**src/rtl/host_mux_pkg.sv**
```systemverilog
// rtl/host_mux_pkg.sv - shared types and round-robin pick for the host write mux
package host_mux_pkg;

   localparam int MAX_HOSTS = 8;
   localparam int CHAN_W    = 3;
   localparam int HOLD_W    = 8;

   typedef enum logic [1:0] {
      IDLE  = 2'd0,
      ISSUE = 2'd1,
      HOLD  = 2'd2
   } state_e;

   // First set bit at or above ptr, wrapping at n_hosts.
   function automatic logic [CHAN_W-1:0] rr_pick(input logic [MAX_HOSTS-1:0] pend,
                                                 input logic [CHAN_W-1:0]    ptr,
                                                 input int                   n_hosts);
      logic [CHAN_W-1:0] g;
      logic [CHAN_W-1:0] idx;
      logic              found;
      g     = '0;
      found = 1'b0;
      for (int k = 0; k < MAX_HOSTS; k++) begin
         idx = CHAN_W'((int'(ptr) + k) % n_hosts);
         if (!found && (k < n_hosts) && pend[idx]) begin
            g     = idx;
            found = 1'b1;
         end
      end
      return g;
   endfunction

endpackage

```
**src/rtl/host_mux_chan.sv**
```systemverilog
// rtl/host_mux_chan.sv - per-host edge detect, write latch, pending and sticky overrun
module host_mux_chan
   import host_mux_pkg::*;
#(
   parameter int DATA_W = 256,
   parameter int BANK_W = 8
) (
   input  logic              clk,
   input  logic              rst_n,
   input  logic              write_i,
   input  logic [DATA_W-1:0] data_i,
   input  logic [BANK_W-1:0] bank_i,
   input  logic              grant_clr_i,
   input  logic              clr_overrun_i,
   output logic [DATA_W-1:0] data_o,
   output logic [BANK_W-1:0] bank_o,
   output logic              pending_o,
   output logic              overrun_o
);

   logic              write_q;
   logic              req;
   logic              pending_q, pending_d;
   logic              overrun_q, overrun_d;
   logic [DATA_W-1:0] data_q;
   logic [BANK_W-1:0] bank_q;

   assign req = write_i & ~write_q;

   // A request landing in the channel's own issue cycle refills the latch without counting as overrun.
   always_comb begin
      pending_d = req | (pending_q & ~grant_clr_i);
      overrun_d = overrun_q & ~clr_overrun_i;
      if (req && pending_q && !grant_clr_i) begin
         overrun_d = 1'b1;
      end
   end

   always_ff @(posedge clk or negedge rst_n) begin
      if (!rst_n) begin
         write_q   <= 1'b0;
         pending_q <= 1'b0;
         overrun_q <= 1'b0;
         data_q    <= '0;
         bank_q    <= '0;
      end else begin
         write_q   <= write_i;
         pending_q <= pending_d;
         overrun_q <= overrun_d;
         if (req) begin
            data_q <= data_i;
            bank_q <= bank_i;
         end
      end
   end

   assign data_o    = data_q;
   assign bank_o    = bank_q;
   assign pending_o = pending_q;
   assign overrun_o = overrun_q;

endmodule

```
**src/rtl/host_mux_rr.sv**
```systemverilog
// rtl/host_mux_rr.sv - N-host round-robin write mux with tick-paced forwarding
module host_mux_rr
   import host_mux_pkg::*;
#(
   parameter int N_HOSTS    = 2,
   parameter int DATA_W     = 256,
   parameter int BANK_W     = 8,
   parameter int HOLD_TICKS = 1
) (
   input  logic                      clk,
   input  logic                      rst_n,
   input  logic                      tick,
   input  logic [N_HOSTS*DATA_W-1:0] in_data,
   input  logic [N_HOSTS*BANK_W-1:0] in_bank,
   input  logic [N_HOSTS-1:0]        in_write,
   input  logic                      clr_overrun,
   output logic [DATA_W-1:0]         out_data,
   output logic [BANK_W-1:0]         out_bank,
   output logic [2:0]                out_chan,
   output logic                      out_write,
   output logic [N_HOSTS-1:0]        pending,
   output logic [N_HOSTS-1:0]        overrun
);

   state_e              state_q, state_d;
   logic [CHAN_W-1:0]   grant_q, grant_d;
   logic [CHAN_W-1:0]   rr_ptr_q, rr_ptr_d;
   logic [HOLD_W-1:0]   hold_q, hold_d;
   logic [DATA_W-1:0]   out_data_q, out_data_d;
   logic [BANK_W-1:0]   out_bank_q, out_bank_d;
   logic [CHAN_W-1:0]   out_chan_q, out_chan_d;

   logic [DATA_W-1:0]   lat_data [N_HOSTS];
   logic [BANK_W-1:0]   lat_bank [N_HOSTS];
   logic [N_HOSTS-1:0]  grant_clr;
   logic [MAX_HOSTS-1:0] pend_ext;
   logic [DATA_W-1:0]   sel_data;
   logic [BANK_W-1:0]   sel_bank;
   logic                issuing;

   assign issuing = (state_q == ISSUE);

   for (genvar i = 0; i < N_HOSTS; i++) begin : g_chan
      assign grant_clr[i] = issuing && (grant_q == CHAN_W'(i));

      host_mux_chan #(
         .DATA_W (DATA_W),
         .BANK_W (BANK_W)
      ) u_chan (
         .clk           (clk),
         .rst_n         (rst_n),
         .write_i       (in_write[i]),
         .data_i        (in_data[i*DATA_W +: DATA_W]),
         .bank_i        (in_bank[i*BANK_W +: BANK_W]),
         .grant_clr_i   (grant_clr[i]),
         .clr_overrun_i (clr_overrun),
         .data_o        (lat_data[i]),
         .bank_o        (lat_bank[i]),
         .pending_o     (pending[i]),
         .overrun_o     (overrun[i])
      );
   end

   always_comb begin
      pend_ext                = '0;
      pend_ext[N_HOSTS-1:0]   = pending;
      sel_data                = '0;
      sel_bank                = '0;
      for (int i = 0; i < N_HOSTS; i++) begin
         if (grant_q == CHAN_W'(i)) begin
            sel_data = lat_data[i];
            sel_bank = lat_bank[i];
         end
      end
   end

   always_comb begin
      state_d    = state_q;
      grant_d    = grant_q;
      rr_ptr_d   = rr_ptr_q;
      hold_d     = hold_q;
      out_data_d = out_data_q;
      out_bank_d = out_bank_q;
      out_chan_d = out_chan_q;
      unique case (state_q)
         IDLE: begin
            if (|pending) begin
               grant_d = rr_pick(pend_ext, rr_ptr_q, N_HOSTS);
               state_d = ISSUE;
            end
         end
         ISSUE: begin
            out_data_d = sel_data;
            out_bank_d = sel_bank;
            out_chan_d = grant_q;
            rr_ptr_d   = (grant_q == CHAN_W'(N_HOSTS - 1)) ? '0 : grant_q + 3'd1;
            hold_d     = HOLD_W'(HOLD_TICKS);
            state_d    = HOLD;
         end
         HOLD: begin
            if (hold_q == '0) begin
               state_d = IDLE;
            end else if (tick) begin
               hold_d = hold_q - 8'd1;
               if (hold_q == 8'd1) begin
                  state_d = IDLE;
               end
            end
         end
         default: state_d = IDLE;
      endcase
   end

   always_ff @(posedge clk or negedge rst_n) begin
      if (!rst_n) begin
         state_q    <= IDLE;
         grant_q    <= '0;
         rr_ptr_q   <= '0;
         hold_q     <= '0;
         out_data_q <= '0;
         out_bank_q <= '0;
         out_chan_q <= '0;
      end else begin
         state_q    <= state_d;
         grant_q    <= grant_d;
         rr_ptr_q   <= rr_ptr_d;
         hold_q     <= hold_d;
         out_data_q <= out_data_d;
         out_bank_q <= out_bank_d;
         out_chan_q <= out_chan_d;
      end
   end

   // The issue cycle reads the latch live, so a same-cycle refill is forwarded only on the next grant.
   assign out_write = issuing;
   assign out_data  = issuing ? sel_data : out_data_q;
   assign out_bank  = issuing ? sel_bank : out_bank_q;
   assign out_chan  = issuing ? grant_q  : out_chan_q;

endmodule

```
**config.mk**
```make
export PLATFORM = sky130hd
export DESIGN_NAME = host_mux_rr
export DESIGN_NICKNAME = d
export VERILOG_FILES = /design/src/rtl/host_mux_pkg.sv /design/src/rtl/host_mux_chan.sv /design/src/rtl/host_mux_rr.sv
export SDC_FILE = /design/constraint.sdc
export NUM_CORES = 1
export LEC_CHECK = 0
export CAP_MARGIN = 20
export CORE_AREA = 2 2 317 319
export DETAILED_ROUTE_END_ITERATION = 8
export DIE_AREA = 0 0 319 321
export PLACE_DENSITY = 0.68
export SETUP_SLACK_MARGIN = 0.2
export SYNTH_ARGS = -nofsm -noshare
export SYNTH_HDL_FRONTEND = slang
export SYNTH_SLANG_ARGS = --single-unit
```
**constraint.sdc**
```tcl
create_clock -name clk -period 2.3 [get_ports clk]
set_clock_uncertainty 0.1 [all_clocks]
set_input_delay 0.23 -clock clk [delete_from_list [all_inputs] [get_ports clk]]
set_output_delay 0.23 -clock clk [all_outputs]
set_load 0.05 [all_outputs]
```
-- After elaboration in Yosys (flattened, before gate mapping)
Index checks and enable logic that the tools add are counted.
- reductions and logical operators: 18
- eq/ne operators: 9
- muxes and demuxes: 27
- order comparisons: 2
- $add $sub $neg: 3
- bitwise gates (word level): 14
- operators with widths (kind ; number):
    256-bit 2-to-1 mux ; 3
    8-bit 2-to-1 mux ; 5
    8-bit case mux with 2 select lines ; 1
    1-bit 2-to-1 mux ; 10
    8-bit by 1-bit equality test with 1-bit output, second input constant ; 1
    8-bit zero test ; 1
    2-bit 2-to-1 mux ; 4
    8-bit by 1-bit subtractor with 8-bit output, second input constant ; 1
    1-bit logical AND ; 7
    1-bit bitwise AND ; 6
    3-bit 2-to-1 mux ; 2
    2-bit != test, second input constant ; 3
    3-bit != test, second input constant ; 2
    2-bit case mux with 3 select lines ; 1
    3-bit AND reduction ; 2
    1-bit inverter ; 5
    1-bit by 4-bit < comparator with 1-bit output, second input constant ; 1
    3-bit by 4-bit < comparator with 1-bit output, second input constant ; 1
    3-bit by 1-bit equality test with 1-bit output, second input constant ; 1
    1-bit zero test ; 3
    3-bit zero test ; 1
    1-bit adder, second input constant ; 2
    1-bit binary-select mux with 2-bit select ; 1
    2-bit by 1-bit equality test with 1-bit output, second input constant ; 1
    other kinds (7) ; 8
- logic and storage cells: 90
- output and inout bits: 272
- bits in registers: 815
- input port bits: 534

-- Longest topological paths before layout
- word-level depth: 8
- gate-level depth with buffers: 7
- gate-level depth less buffers: 5

-- Modules after synthesis
Synthesis repeated with hierarchy kept, for this count alone.
- cell total of the unflattened synthesis: 2353
- area total of the unflattened synthesis: 33230.6 µm²
- modules (own cells, without submodules) (module ; cells an instance ; times used ; area each (µm²) ; seq. area each (µm²)):
    host_mux_chan ; 566 ; 2 ; 10197.3 ; 6681.4
    host_mux_rr ; 1221 ; 1 ; 12836.1 ; 6981.7

-- Worst setup path after synthesis
No wires, ideal clock.
- path type: reg-to-reg
- start point: register grant_q[0]
- end point: register out_data_q[205]
- stages on the path, launching flop included: 6
- library setup time: 0.248 ns
- path slack: -0.387 ns
- required time: 1.952 ns
- buffers on the path: 3
- data arrival time: 2.338 ns
- period minus slack after synthesis: 2.687 ns
- cells stage by stage: dfrtp_1 > buf_2 > buf_2 > clkbuf_1 > mux2i_1 > o21ai_0
- longest elaborated chain between the ends: 4
- elaborated cells between the ends (all ways): 5
- classes of those cells: eq/ne: 1; mux: 3; reduce/logical: 1
- RTL lines (element ; RTL line ; text):
    start: declaration ; host_mux_rr.sv:26 ; logic [CHAN_W-1:0] grant_q, grant_d;
    start signal: assignment ; host_mux_rr.sv:125 ; grant_q <= grant_d;
    3-bit zero test ; host_mux_rr.sv:70 ; if (grant_q == CHAN_W'(i)) begin
    256-bit 2-to-1 mux ; host_mux_rr.sv:70 ;
    256-bit 2-to-1 mux * ; host_mux_rr.sv:70 ;
    256-bit 2-to-1 mux * ; - ;
    net out_data[205] ; host_mux_rr.sv:17 ; output logic [DATA_W-1:0] out_data,
    end signal: assignment ; host_mux_rr.sv:128 ; out_data_q <= out_data_d;
    end: declaration ; host_mux_rr.sv:29 ; logic [DATA_W-1:0] out_data_q, out_data_d;
Mark *: on every way through the listed nets, which the timed path passes. The rest lies on a longest branch.
A chain may end at the register's enable or synchronous reset.

-- Final worst setup path
- start point: register grant_q[0]
- end point: output port out_data[139]
- longest elaborated chain between the ends: 4
- elaborated cells between the ends (all ways): 5
- classes of those cells: eq/ne: 1; mux: 3; reduce/logical: 1
- RTL lines (element ; RTL line):
    3-bit zero test ; host_mux_rr.sv:70
    256-bit 2-to-1 mux ; host_mux_rr.sv:70
    256-bit 2-to-1 mux * ; host_mux_rr.sv:70
    256-bit 2-to-1 mux * ; -
    end: declaration ; host_mux_rr.sv:17
Every way passes the cells marked *; elsewhere a longest branch is shown, timed or not.

==> qor.yml <==
setup_path:
  crit_slowest_cell: "dfrtp_4"
  crit_cells: 6
  path_cells: "buf_16, buf_12, buf_12, mux2i_2, o21ai_2, buf_12"
  cpPeakStageDelay_ns: 0.53
  rrSetupSlack_ns: 0.31
  worstPathRequired_ns: 1.97
  startpoint_type: "flop"
  cp_common_cell: "buf_12"
  path_buf_inv: 4
  critPathLaunch: "grant_q[0]"
  criticalPathCategory: "flop to output port"
  setup.worst_path.end_class: "output port"
  arrival_ns: 2.29
  crit_end: "out_data[139]"
  ff2ff_path_depth: 5
  critPathTopFamily: "buffers and inverters"
  worstPathMaxFanout: 16
  r2r-start: "hold_q[0]"
  timing.rr.end: "hold_q[0]"
routing:
  drc: 0
  routedWlPerCell_um: 20.7
  m1WireLength_um: 49100
  num_vias: 30400
  top_layer: "met5"
  drt_iter0_drc: 2031
  routed_wl_um: 127000
  dr_wl_met2_um: 63300
  drtAntennaViolNets: 0
  first_pass_iters: 6
  dr_wl_met3_um: 7670
  viasPerCell: 4.95
timing:
  rsz0062_at_grt: "true"
  finalCritPeriodShare: 1.14
  fin_tns_setup_ns: -52.20
  fmax_mhz: 382
  period_minus_slack_ns: 2.62
  tightest_slew_ns: 0.591
  slew_headroom: 0.605
  setup_viol: 268
  hold_viol_final: 0
  finalMaxSlewViolations: 0
  setup_slack_ns: -0.316
power_and_ir_drop:
  p_switching_uw: 33000
  intPower_uw: 46600
  p_per_area_mw_per_mm2: 1410
  comb_power_share: 0.579
  clockPowerShare: 0.181
  p_total_uw: 79600
  ir_drop_uv: 1140
  seqPwrFrac: 0.240
  p_sw_frac: 0.415
  power.leakage_uw: 0.0270
min_path:
  hp-class: "input pin to flop"
logic_synthesis:
  syn_area_per_cell_um2: 9.37
  synth.largest_area_cell: "dfrtp_1"
  synth_cells: 3470
  synth_area_mm2: 0.0325
  yosys_register_bits: 813
  yosys.cell_types.count: 34
  synthTopCellsByArea: "dfrtp_1 63%, nand2_1 21%, mux2i_1 8.2%"
  ys_warn_count: 0
  synth_seq_area_share: 0.626
  yosys.area.top_type_share: 0.626
  syn_nets: 4007
grt:
  antenna_found_initial: 5
  grt_max_degree: 104
  grt_pass1_vias: 31000
  grt_overflow: 0
  grt_pass1_wl_um: 181000
  grt_use_total: 0.227
status:
  outcome: "finished with violations"
  failed_checks: "negative setup slack"
clocking:
  cts-root-buf: "clkbuf_16"
  path_clk_slew_ns: 0.06
  cts_tree: "built"
  clk_latency_ns: 0.66
  clk_path_buf_depth: 3
  clock_sinks: 813
  cts_buffers: 90
  cts.htree.levels: 3
final_layout:
  utilization: 0.568
  layout_commonest_cell: "nand2_1"
  synthToLayoutAreaGrowth_pct: 73.5
  final_cell_mix: "1843 x nand2_1, 812 x dfrtp_1, 536 x clkdlybuf4s50_1"
  fin_cells: 6140
  drive_gt1_frac: 0.210
  layout.nets: 5306
place:
  dp.cells: 5495
  globalplace.congestion: 0.883
  hpwl_um: 77700
  io_buffers: 805
die:
  rows: 116
  fp.dieArea_mm2: 0.102
  die_y_um: 321
  core_area_mm2: 0.0993
  die_x_um: 319
  initial_core_util: 0.327
  ios: 806
run:
  maxCapViolations: 0
what timing repair did:
item	CTS	global route
endpoints found under the hold margin	1118	0
gates resized for setup	217	212
pin swaps	5	34
endpoints found under the setup margin	272	272
hold buffers	389	0
buffers inserted	10	36
gates cloned	11	34
per-stage QoR:
step / hold slack, ns / worst slack (ns) / area (µm²)
6_report: 0.0436 / -0.316 / 56400
5_1_grt: 0.0162 / -0.391 / 56400
4_1_cts: 0.000249 / -0.376 / 54300
3_5_place_dp: 0.122 / 0.147 / 46300
3_3_place_gp: 0.123 / 0.144 / 46300
2_1_floorplan: -0.166 / -0.385 / 33100
cell type report:
type                            count  area (µm²)
Fill cell                        7767       42900
Sequential cell                   813       20300
Timing Repair Buffer             1420       18100
Multi-Input combinational cell   2439       13400
Clock buffer                      125        2560
Tap cell                         1298        1620
Clock inverter                     36         369
Inverter                            5        22.5
Antenna cell                        4        10.0
worst register-to-register path, cell delays in order (launching register included):
cell and delay [ns]:
dfrtp_1 0.43, inv_1 0.10, ha_1 0.18, or3b_2 0.52, o21ai_0 0.35, mux2i_1 0.23
worst min-delay path by stage:
stage,startpoint,endpoint,slack (ns),cells after the start
after floorplan,rst_n,g_chan[0].u_chan.bank_o[0],-0.17,0
after global placement,rst_n,g_chan[1].u_chan.data_o[226],0.12,1
after detailed placement,rst_n,g_chan[1].u_chan.data_o[226],0.12,1
after CTS,in_data[494],g_chan[1].u_chan.data_o[238],0.0002,3
after global routing,in_data[425],g_chan[1].u_chan.data_o[169],0.02,3
final,in_data[457],g_chan[1].u_chan.data_o[201],0.04,3
power by group through the flow:
stage	logic, µW	registers, µW	clock network, µW
4_1_cts	41700	19000	14700
3_3_place_gp	38100	19000	0
2_1_floorplan	19800	18700	0
3_5_place_dp	38300	19200	0
6_report	46100	19100	14400
5_1_grt	47600	19400	15300
synthesized netlist by cell type, drive strengths merged:
master  count
nand4       1
or3b        1
a31oi       1
or4b        1
inv         5
nor2b       2
clkbuf    164
ha          3
nand3       1
o311ai      1
nand4b      1
nor4        1
nand3b      1
and2        2
o211ai      1
nand2b      4
o21ai     271
and3b       1
o31ai       1
nor3        2
and4bb      1
or4         2
buf        49
nor2        4
mux2i     267
and3        1
o21a        1
dfrtp     813
o22ai       4
nand2    1860
a21oi       3
per-layer routing:
layer | vias up | global-route usage
met3 | 376 | 0.0436
li1 | 13700 | -
met5 | - | 0
met2 | 1275 | 0.389
met4 | 4 | 0.113
met1 | 15100 | 0.274
cell families (layout without fill, tap and decap cells):
kind of cell               count (synthesis)  count (layout)  synth area share
adders and majority gates                  3               3           0.00115
muxes                                    267             267            0.0822
AOI/OAI and AO/OA                        283             283            0.0441
and+or+nand+nor                         1886            1886             0.220
buffers and inverters                    218            1586            0.0265
DFF                                      813             813             0.626
other                                      0               4                 0
sequential cells by signal, summed over array words and instances (netlist names), 2 cells and up:
name,flops
out_chan_q,3
state_q,2
g_chan.u_chan.write_q,2
g_chan.u_chan.data_o,512
out_data_q,256
g_chan.u_chan.bank_o,16
g_chan.u_chan.overrun_o,2
hold_q,8
g_chan.u_chan.pending_o,2
out_bank_q,8
Power figures use the tool's default switching activity.
